--- src/rtl/conv_layer_sequencer_pkg.sv ---
// Shared definitions for the convolution layer sequencer: FSM state
// encoding, Sign select codes and command type constants.
package conv_layer_sequencer_pkg;

    typedef enum logic [2:0] {
        IDLE    = 3'd0,
        PA_SET  = 3'd1,
        PA_GO   = 3'd2,
        PA_WAIT = 3'd3,
        CU_SET  = 3'd4,
        CU_GO   = 3'd5,
        CU_WAIT = 3'd6,
        DONE    = 3'd7
    } seq_state_t;

    localparam logic [3:0] SIGN_NONE = 4'b0000;
    localparam logic [3:0] SIGN_PARA = 4'b0001;
    localparam logic [3:0] SIGN_CU   = 4'b0010;

    localparam logic [1:0] CMD_NOP  = 2'b00;
    localparam logic [1:0] CMD_PARA = 2'b01;
    localparam logic [1:0] CMD_CU   = 2'b10;
    localparam logic [1:0] CMD_BOTH = 2'b11;

    // Command wants a parameter load phase.
    function automatic logic cmd_has_para(input logic [1:0] cmd_type);
        return (cmd_type & CMD_PARA) != 2'b00;
    endfunction

    // Command wants a compute phase.
    function automatic logic cmd_has_cu(input logic [1:0] cmd_type);
        return (cmd_type & CMD_CU) != 2'b00;
    endfunction

endpackage

--- src/rtl/conv_layer_sequencer.sv ---
// Per-layer controller for the 3x3/1x1 convolution compute block.
// Captures one host command, programs the instruction registers, pulses
// Start_Pa / Start_Cu, waits for the completion pulses and re-arms the
// sub-blocks with Next_Reg. All outputs are registered.
// Optional build macro: SEQ_WATCHDOG_EN adds a wait-state watchdog that
// abandons a stuck layer and raises the sticky Err flag.
module conv_layer_sequencer
    import conv_layer_sequencer_pkg::*;
#(
    parameter int CMD_TYPE_W  = 2,
    parameter int LAYER_CNT_W = 16,
    parameter int WDOG_W      = 24
) (
    input  logic                   clk,
    input  logic                   rst,
    input  logic                   Cmd_Valid,
    output logic                   Cmd_Ready,
    input  logic [CMD_TYPE_W-1:0]  Cmd_Type,
    input  logic [63:0]            Cmd_Para,
    input  logic [127:0]           Cmd_Cu,
    output logic [3:0]             Sign,
    output logic [31:0]            Reg_4,
    output logic [31:0]            Reg_5,
    output logic [31:0]            Reg_6,
    output logic [31:0]            Reg_7,
    output logic                   Start_Pa,
    output logic                   Start_Cu,
    output logic                   Next_Reg,
    input  logic                   Write_Block_Complete,
    input  logic                   Conv_Complete,
    input  logic                   Stride_Complete,
    output logic                   Busy,
    output logic                   Layer_Done,
    output logic [LAYER_CNT_W-1:0] Layer_Count,
    output logic                   Err
);

    seq_state_t             state_r;
    logic                   phase_r;
    logic                   cu_pending_r;
    logic                   conv_seen_r;
    logic                   stride_seen_r;
    logic [127:0]           cmd_cu_r;
    logic [3:0]             sign_r;
    logic [31:0]            reg_4_r;
    logic [31:0]            reg_5_r;
    logic [31:0]            reg_6_r;
    logic [31:0]            reg_7_r;
    logic                   start_pa_r;
    logic                   start_cu_r;
    logic                   next_reg_r;
    logic                   layer_done_r;
    logic                   busy_r;
    logic                   ready_r;
    logic [LAYER_CNT_W-1:0] layer_count_r;

    logic                   cu_both_s;
    logic                   wait_ok_s;
    logic                   wdog_timeout_s;

    // A completion pulse in the same cycle counts as if already latched.
    assign cu_both_s = (conv_seen_r | Conv_Complete) & (stride_seen_r | Stride_Complete);
    assign wait_ok_s = ((state_r == PA_WAIT) & Write_Block_Complete) |
                       ((state_r == CU_WAIT) & cu_both_s);

`ifdef SEQ_WATCHDOG_EN
    localparam logic [WDOG_W-1:0] WDOG_LAST = {{(WDOG_W-1){1'b1}}, 1'b0};

    logic [WDOG_W-1:0] wdog_r;
    logic              err_r;
    logic              in_wait_s;

    assign in_wait_s      = (state_r == PA_WAIT) | (state_r == CU_WAIT);
    // Expire on the edge where the counter would reach all-ones; a real
    // completion in that same cycle still wins.
    assign wdog_timeout_s = in_wait_s & (wdog_r == WDOG_LAST) & ~wait_ok_s;

    // Wait-state watchdog counter and sticky error flag.
    always_ff @(posedge clk) begin
        if (rst) begin
            wdog_r <= '0;
            err_r  <= 1'b0;
        end else begin
            if (in_wait_s) begin
                wdog_r <= wdog_r + {{(WDOG_W-1){1'b0}}, 1'b1};
            end else begin
                wdog_r <= '0;
            end
            if (wdog_timeout_s) begin
                err_r <= 1'b1;
            end
        end
    end

    assign Err = err_r;
`else
    // Without the watchdog the wait states never time out; the width
    // parameter is kept so both builds share one interface.
    assign wdog_timeout_s = |{WDOG_W{1'b0}};
    assign Err            = 1'b0;
`endif

    // Main sequencing FSM with all outputs registered alongside the state.
    always_ff @(posedge clk) begin
        if (rst) begin
            state_r       <= IDLE;
            phase_r       <= 1'b0;
            cu_pending_r  <= 1'b0;
            conv_seen_r   <= 1'b0;
            stride_seen_r <= 1'b0;
            cmd_cu_r      <= 128'd0;
            sign_r        <= SIGN_NONE;
            reg_4_r       <= 32'd0;
            reg_5_r       <= 32'd0;
            reg_6_r       <= 32'd0;
            reg_7_r       <= 32'd0;
            start_pa_r    <= 1'b0;
            start_cu_r    <= 1'b0;
            next_reg_r    <= 1'b0;
            layer_done_r  <= 1'b0;
            busy_r        <= 1'b0;
            ready_r       <= 1'b1;
            layer_count_r <= '0;
        end else begin
            start_pa_r   <= 1'b0;
            start_cu_r   <= 1'b0;
            next_reg_r   <= 1'b0;
            layer_done_r <= 1'b0;
            case (state_r)
                IDLE: begin
                    if (Cmd_Valid && ready_r) begin
                        ready_r      <= 1'b0;
                        busy_r       <= 1'b1;
                        cmd_cu_r     <= Cmd_Cu;
                        cu_pending_r <= cmd_has_cu(Cmd_Type[1:0]);
                        phase_r      <= 1'b0;
                        sign_r       <= SIGN_NONE;
                        if (cmd_has_para(Cmd_Type[1:0])) begin
                            state_r <= PA_SET;
                            reg_4_r <= Cmd_Para[63:32];
                            reg_5_r <= Cmd_Para[31:0];
                            reg_6_r <= 32'd0;
                            reg_7_r <= 32'd0;
                        end else if (cmd_has_cu(Cmd_Type[1:0])) begin
                            state_r <= CU_SET;
                            reg_4_r <= Cmd_Cu[31:0];
                            reg_5_r <= Cmd_Cu[63:32];
                            reg_6_r <= Cmd_Cu[95:64];
                            reg_7_r <= Cmd_Cu[127:96];
                        end else begin
                            state_r      <= DONE;
                            next_reg_r   <= 1'b1;
                            layer_done_r <= 1'b1;
                        end
                    end
                end
                PA_SET: begin
                    if (!phase_r) begin
                        sign_r  <= SIGN_PARA;
                        phase_r <= 1'b1;
                    end else begin
                        sign_r     <= SIGN_NONE;
                        phase_r    <= 1'b0;
                        start_pa_r <= 1'b1;
                        state_r    <= PA_GO;
                    end
                end
                PA_GO: begin
                    state_r <= PA_WAIT;
                end
                PA_WAIT: begin
                    if (Write_Block_Complete) begin
                        if (cu_pending_r) begin
                            state_r <= CU_SET;
                            reg_4_r <= cmd_cu_r[31:0];
                            reg_5_r <= cmd_cu_r[63:32];
                            reg_6_r <= cmd_cu_r[95:64];
                            reg_7_r <= cmd_cu_r[127:96];
                        end else begin
                            state_r      <= DONE;
                            next_reg_r   <= 1'b1;
                            layer_done_r <= 1'b1;
                        end
                    end else if (wdog_timeout_s) begin
                        state_r      <= DONE;
                        next_reg_r   <= 1'b1;
                        layer_done_r <= 1'b1;
                    end
                end
                CU_SET: begin
                    if (!phase_r) begin
                        sign_r  <= SIGN_CU;
                        phase_r <= 1'b1;
                    end else begin
                        sign_r     <= SIGN_NONE;
                        phase_r    <= 1'b0;
                        start_cu_r <= 1'b1;
                        state_r    <= CU_GO;
                    end
                end
                CU_GO: begin
                    conv_seen_r   <= 1'b0;
                    stride_seen_r <= 1'b0;
                    state_r       <= CU_WAIT;
                end
                CU_WAIT: begin
                    if (cu_both_s) begin
                        state_r       <= DONE;
                        next_reg_r    <= 1'b1;
                        layer_done_r  <= 1'b1;
                        layer_count_r <= layer_count_r + {{(LAYER_CNT_W-1){1'b0}}, 1'b1};
                    end else if (wdog_timeout_s) begin
                        state_r      <= DONE;
                        next_reg_r   <= 1'b1;
                        layer_done_r <= 1'b1;
                    end else begin
                        conv_seen_r   <= conv_seen_r | Conv_Complete;
                        stride_seen_r <= stride_seen_r | Stride_Complete;
                    end
                end
                DONE: begin
                    state_r <= IDLE;
                    ready_r <= 1'b1;
                    busy_r  <= 1'b0;
                end
                default: begin
                    state_r <= IDLE;
                    ready_r <= 1'b1;
                    busy_r  <= 1'b0;
                end
            endcase
        end
    end

    assign Cmd_Ready   = ready_r;
    assign Sign        = sign_r;
    assign Reg_4       = reg_4_r;
    assign Reg_5       = reg_5_r;
    assign Reg_6       = reg_6_r;
    assign Reg_7       = reg_7_r;
    assign Start_Pa    = start_pa_r;
    assign Start_Cu    = start_cu_r;
    assign Next_Reg    = next_reg_r;
    assign Busy        = busy_r;
    assign Layer_Done  = layer_done_r;
    assign Layer_Count = layer_count_r;

endmodule
--- config.mk ---
export PLATFORM = sky130hd
export DESIGN_NAME = conv_layer_sequencer
export DESIGN_NICKNAME = d
export VERILOG_FILES = /design/src/rtl/conv_layer_sequencer_pkg.sv /design/src/rtl/conv_layer_sequencer.sv
export SDC_FILE = /design/constraint.sdc
export NUM_CORES = 1
export LEC_CHECK = 0
export ABC_AREA = 0
export CAP_MARGIN = 20
export CELL_PAD_IN_SITES_DETAIL_PLACEMENT = 1
export CELL_PAD_IN_SITES_GLOBAL_PLACEMENT = 1
export CORE_MARGIN = 4
export CORE_UTILIZATION = 31
export DETAILED_ROUTE_END_ITERATION = 6
export PLACE_DENSITY_LB_ADDON = 0.15
export SYNTH_ARGS = -nofsm -noshare
export SYNTH_HDL_FRONTEND = slang
export SYNTH_SLANG_ARGS = --single-unit
--- constraint.sdc ---
create_clock -name clk -period 2.1 [get_ports clk]
set_input_delay 0.63 -clock clk [delete_from_list [all_inputs] [get_ports clk]]
set_output_delay 0.63 -clock clk [all_outputs]
set_load 0.01 [all_outputs]
==> results of run 1 <==
==> layout make-up <==
type | count | area, um2 | area share [%]
Timing Repair Buffer | 444 | 4720 | 25.6
Inverter | 5 | 18.8 | 0.102
Multi-Input combinational cell | 1098 | 6180 | 33.5
Clock inverter | 5 | 78.8 | 0.428
Sequential cell | 286 | 5730 | 31.1
Tap cell | 525 | 657 | 3.56
Clock buffer | 53 | 1050 | 5.67
Antenna cell | 1 | 2.50 | 0.0136
==> layer usage <==
| layer | vias up | GRT usage (%) |
|---|---|---|
| met3 | 62 | 5.30 |
| met4 | 10 | 5.31 |
| met5 | - | 0 |
| li1 | 6157 | - |
| met2 | 314 | 35.9 |
| met1 | 6299 | 28.1 |
==> timing repair <==
item,in CTS,in global routing
pin swaps,3,7
cloned,0,3
endpoints found under the setup margin,97,113
hold endpoints to repair,0,0
resized for setup,68,38
setup buffers,0,3
==> layout by cell type, fill, tap and decap left out, types with 4 or more instances in the layout <==
cell type,count
clkbuf_16,40
nor4_1,5
dlymetal6s2s_1,33
dlygate4sd2_1,62
or3_1,7
clkbuf_1,10
inv_1,5
a21oi_1,275
mux2i_1,64
buf_4,53
nor2_1,16
nand2_1,398
o2111ai_1,64
nand3_1,4
o21ai_0,74
dfxtp_2,5
nand3b_1,66
buf_12,35
a311oi_1,65
dfxtp_1,281
clkdlybuf4s50_1,254
nor2b_1,4
xnor2_1,8
clkbuf_8,7
==> per-stage QoR <==
step / TNS [ns] / cells
3_3_place_gp: -134.21 / 2352
3_5_place_dp: -133.73 / 2352
5_1_grt: 0 / 2417
4_1_cts: -0.0482 / 2410
2_1_floorplan: 0 / 1554
6_report: 0 / 2417
==> final timing paths <==
check | start | to | slack (ns) | cells after the start
min | cmd_cu_r[58]$_SDFFE_PP0P_ | cmd_cu_r[58]$_SDFFE_PP0P_ | 0.46 | 2
min reg2reg | cmd_cu_r[58]$_SDFFE_PP0P_ | cmd_cu_r[58]$_SDFFE_PP0P_ | 0.46 | 2
max reg2reg | state_r[1]$_SDFFE_PP0P_ | Reg_7[18]$_SDFFE_PP0P_ | 0.10 | 7
max | Reg_5[4]$_SDFFE_PP0P_ | Reg_5[4] | 0.04 | 1
==> kinds of logic (layout without fill, tap and decap cells) <==
family	after synthesis	after routing
mux	64	64
flops	286	286
fa+ha+maj	1	1
compound gates	503	503
buf+inv	170	507
simple gates	519	519
other cells	1	4
xor+xnor	8	8
==> power groups by stage <==
stage | sequential, mW | clock [mW] | combinational [mW]
floorplan | 8.33 | 0 | 5.50
global placement | 8.10 | 0 | 12.3
detailed placement | 8.14 | 0 | 12.5
CTS | 8.05 | 6.19 | 12.3
global route | 8.21 | 6.41 | 13.6
finish | 8.02 | 6.02 | 12.6
==> worst reg2reg max path, stage by stage, from the launching register on <==
cell and delay (ns):
dfxtp_2 0.37, buf_4 0.17, nor2b_1 0.19, a2111o_2 0.56, nor2_4 0.15, buf_12 0.13, buf_12 0.18, a311oi_2 0.13
==> state kept, by name, indices dropped and copies added (netlist names) <==
| name | flops |
|---|---|
| Reg_5 | 32 |
| Reg_6 | 32 |
| Cmd_Ready | 1 |
| Layer_Done | 1 |
| Layer_Count | 16 |
| Sign | 2 |
| stride_seen_r | 1 |
| Start_Pa | 1 |
| conv_seen_r | 1 |
| Reg_7 | 32 |
| Busy | 1 |
| cmd_cu_r | 128 |
| phase_r | 1 |
| cu_pending_r | 1 |
| state_r | 3 |
| Start_Cu | 1 |
| Reg_4 | 32 |
==> run metrics, run 1 <==
area delta synth->final=46.9%; CTS tree=yes; CP Cell Sequence=clkdlybuf4s50_1; Min Clock Period, post-route=2.06 ns; CP bufs+invs=1; Max Root-Sink Buffers=3; Met3 Routed Length=2910 um; Main synth FF type=dfxtp_1; slowest stage delay, CP=0.55 ns; Clock transition at path regs=0.06 ns; post-route cell area=18400 um2; routed len/inst=20.5 um; worst-path maximum fanout=2; Worst EP arrival=1.43 ns; initial DRC count=525; sequential share of the synthesized area=45.6%; Tot GR Track Use=21.5%; DPL Wire Length=32500 um; top layer in use=met5; FP Rows=73; clock tree sinks=286; combinational fraction of design power=47.2%; top cells by area, synth=dfxtp_1 (46%), nand2_1 (12%), a21oi_1 (11%), mux2i_1 (5.1%), a311oi_1 (4.6%); Buffers on Ports=351; peak supply drop=0.000696 V; fraction of layout cells with a size suffix above 1=8.46%; total power=26.6 mW; count of final setup violators=0; Post-synth ARST share=0%; Finished Core Util=46.2%; first-pass GRT wire length=76900 um; Compound-Gate Fraction of Synth Area=24.6%; initial antenna violation count=6; CP required=1.47 ns; Clock Power Share=22.6%; hold buffer count at cts=0; dpl cell area=17200 um2; pin count of the biggest net entering global routing=88; worst setup margin=0.0395 ns; area share of the largest cell type after synthesis=45.6%; Warnings, synthesis=0; status=completed; Detailed Route WL=49500 um; pwr dens=1440 nW/um2; Num CTS Buffers=37; WL met2=23700 um; DRC Markers=0; die width=209 um; gr ovfl total=0; Worst-Skew Late Latency=0.53 ns; Routed Antenna Nets=0; Die Ht=209 um; Distinct cells, synth=45; Vias/cell=5.31; FMAX=0.485 GHz; type of the most critical hold path=register to register; Leak Pwr=7.32 nW; via count=12800; pre-CTS setup slack=-0.654 ns; clock root buffer=clkbuf_16; most frequent cell after synthesis=nand2_1; Post-synth EDFFs=0; CP startpoint kind=register; synth cell count leaders=nand2_1 (398), dfxtp_1 (286), a21oi_1 (275), clkbuf_1 (118), o21ai_0 (74); Worst setup EP type=output port; gp weighted congestion=0.779; Synth Area in Adders=0.0997%; Yosys reg bits=286; RSZ-0062 raised after global routing=false; initial core utilization=31.4%; Setup CP Type=register to output port; core footprint=39900 um2; Sequential Power Share=30.2%; multiplexer share of the synthesized area=5.10%; Mapped Cells=1552; switching power total=10.3 mW; fin nets=2073; vias in the first global route=13400; top cell type by total area after synthesis=dfxtp_1; I/O Pins=355; max cap viols=0; skew final=0.00866 ns; post-synthesis area per instance=8.09 um2; M1 WL=22000 um; Worst slew margin=65.1%; Synth Area in XOR/XNOR=0.558%; H-tree depth=2; largest family of logic cells by synthesized area=compound AO/OA/AOI/OAI gates; Mapped Area=12500 um2; Synth Area in Simple Gates=18.4%; CP max-delay cell=clkdlybuf4s50_1; Worst-Margin Slew=0.523 ns; Die Area=43800 um2; final cycle utilization of the critical path=98.1%; fin. max-slew vios=0; drt first pass iters=4; Sw Share=38.6%; fillers=4649; final hold vios=0; internal power=16.3 mW; WHS=0.456 ns; CP delay by family, top=buffers and inverters
No activity file was read; power rests on OpenSTA's default activity.
==> inputs of run 2 (changes only) <==
--- a/config.mk
+++ b/config.mk
@@ -10,9 +10,10 @@
 export CELL_PAD_IN_SITES_DETAIL_PLACEMENT = 1
 export CELL_PAD_IN_SITES_GLOBAL_PLACEMENT = 1
 export CORE_MARGIN = 4
-export CORE_UTILIZATION = 31
+export CORE_UTILIZATION = 32
+export CTS_BUF_LIST = sky130_fd_sc_hd__clkbuf_8
 export DETAILED_ROUTE_END_ITERATION = 6
-export PLACE_DENSITY_LB_ADDON = 0.15
+export PLACE_DENSITY_LB_ADDON = 0.1
 export SYNTH_ARGS = -nofsm -noshare
 export SYNTH_HDL_FRONTEND = slang
 export SYNTH_SLANG_ARGS = --single-unit
==> run 2 against run 1 <==
Compared with the run above:
- utilization up 0.37 points
- die area is 3.0% lower
- clock skew rose by 0.0013 ns
- maximum frequency grew 2.3%
- largest cell class unchanged
- first-iteration DRC count decreased by 7.0%
- non-clock buffer count decreased by 4
- clock power fell by 15%
- register-to-register slack about the same
- highest routed layer unchanged
- via count grew 0.57%
- wire length decreased by 2.0%
- sequential share of layout area grew 0.68 points
- critical path depth rose by 5
==> run metrics, run 2 (same netlist as run 1, synthesis figures left out) <==
Vias/cell=5.30; Routed Antenna Nets=0; die width=206 um; core footprint=38700 um2; Die Area=42500 um2; Worst slew margin=61.5%; R2R Path End=Layer_Count[15]$_SDFFE_PP0P_; initial core utilization=32.4%; area delta synth->final=43.7%; initial DRC count=488; Final Instance Count excl. Fillers=2436; most flop-heavy register=cmd_cu_r; area of the multi-input gates=6180 um2; DRC Markers=0; Worst setup EP type=register; Setup CP Type=input pin to register; Worst-Margin Slew=0.571 ns; clock root buffer=clkbuf_8; hold-critical path endpoint=cmd_cu_r[82]$_SDFFE_PP0P_; depth of the worst hold-timing path=2; fin. max-slew vios=0; Leak Pwr=7.14 nW; Finished Core Util=46.6%; DPL Wire Length=33400 um; status=completed; drt first pass iters=6; fillers=4658; vias in the first global route=13500; max reg flops=128; hold buffer count at cts=0; CP required=2.59 ns; placed cell count=2347; first-pass GRT wire length=75800 um; worst setup margin=0.0853 ns; Min Clock Period, post-route=2.01 ns; peak supply drop=0.000697 V; skew final=0.0100 ns; Hold Startpoint=cmd_cu_r[82]$_SDFFE_PP0P_; Die Ht=206 um; initial antenna violation count=7; total area of sequential cells=5730 um2; type of the most critical hold path=register to register; Num CTS Buffers=50; gp weighted congestion=0.819; most common cell after layout, fill and taps aside=nand2_1; Worst-Skew Late Latency=0.60 ns; H-tree depth=2; final cycle utilization of the critical path=95.9%; post-route cell area=18000 um2; Worst EP arrival=2.50 ns; Detailed Route WL=48500 um; I/O Pins=355; max cap viols=0; commonest cells after routing, fill and taps aside=nand2_1 (398), dfxtp_1 (282), a21oi_1 (275); WHS=0.454 ns; RSZ-0062 raised after global routing=true; CP Cell Sequence=clkdlybuf4s50_1, nor4_1, a2111o_2, nor2_4, buf_12, a311oi_1; dpl cell area=17200 um2; gr ovfl total=0; via count=12900; CTS tree=yes; routed len/inst=19.9 um; Clock transition at path regs=0.06 ns; fraction of layout cells with a size suffix above 1=9.14%; pre-CTS setup slack=-0.608 ns; Reg2Reg Depth=4; FP Rows=72; CP startpoint kind=input pin; slowest stage delay, CP=0.55 ns; Max Root-Sink Buffers=3; Setup TNS=0 ns; pin count of the biggest net entering global routing=74; reg2reg start=state_r[2]$_SDFFE_PP0P_; Tot GR Track Use=22.1%; count of final setup violators=0; Buffers on Ports=351; worst-path maximum fanout=47; fin nets=2082; clock tree sinks=286; R2R setup slack=0.11 ns; FMAX=0.496 GHz; pwr dens=1370 nW/um2; post-CTS setup buffers=0; total power=24.7 mW; final hold vios=0; CP max-delay cell=nor4_1
## run 2: changes by cell type in the layout (fill, tap and decap cells not counted), sizes merged, moves of 3 or more
cell           delta
clkdlybuf4s50    -57
diode             +3
dlygate4sd2      +90
dlymetal6s2s     -33
inv              +16
clkbuf           +10
## run 2: report_power, final
group | total [mW] | switching [mW] | leakage (nW) | internal [mW]
clock | 5.09 | 2.31 | 0.572 | 2.77
combinational | 11.6 | 6.71 | 4.23 | 4.91
sequential | 7.98 | 0.945 | 2.34 | 7.03
## run 2: critical path, delay by kind of cell
family,cells,cell delay [ns]
compound gates,2,0.60
simple gates,2,0.62
buf+inv,2,0.61
## run 2: layer usage
metal / up-vias / GRT usage [%] / part of all wire, %
li1: 6203 / - / -
met1: 6297 / 28.5 / 44
met2: 321 / 36.8 / 48
met3: 86 / 4.91 / 5.8
met4: 8 / 7.56 / 2.7
met5: - / 0 / 0.13
## run 2: how the worst max path moves through the flow
stage                                startpoint                      endpoint  slack (ns)  cells past startpoint
CTS                 Layer_Count[3]$_SDFFE_PP0P_                Layer_Count[3]        0.06                      1
global placement           Write_Block_Complete        Reg_6[27]$_SDFFE_PP0P_       -0.51                      6
finish                              Cmd_Type[1]        Reg_6[23]$_SDFFE_PP0P_        0.09                      6
floorplan                       Stride_Complete  Layer_Count[15]$_SDFFE_PP0P_        0.06                      5
global route            state_r[1]$_SDFFE_PP0P_        Reg_6[23]$_SDFFE_PP0P_        0.02                      6
detailed placement                    Cmd_Valid         Reg_7[6]$_SDFFE_PP0P_       -0.61                      8
## run 2: cell type report
class | count | area share (%)
inverters | 5 | 0.104
repair buffers | 440 | 24.8
clock buffers | 66 | 5.04
clock inverters | 19 | 0.416
flip-flops and latches | 286 | 31.8
well taps | 518 | 3.59
diodes | 4 | 0.0555
multi-input cells | 1098 | 34.3
## run 2: what timing repair did
action,4_1_cts,5_1_grt
gates resized for setup,156,3
endpoints found under the setup margin,153,12
pin swaps,0,0
==> inputs of run 3 (changes only) <==
--- a/config.mk
+++ b/config.mk
@@ -6,7 +6,7 @@
 export NUM_CORES = 1
 export LEC_CHECK = 0
 export ABC_AREA = 0
-export CAP_MARGIN = 20
+export CAP_MARGIN = 5
 export CELL_PAD_IN_SITES_DETAIL_PLACEMENT = 1
 export CELL_PAD_IN_SITES_GLOBAL_PLACEMENT = 1
 export CORE_MARGIN = 4
==> results of run 3 <==
No change in the layout: final DEF, timing and power equal those of run 2.
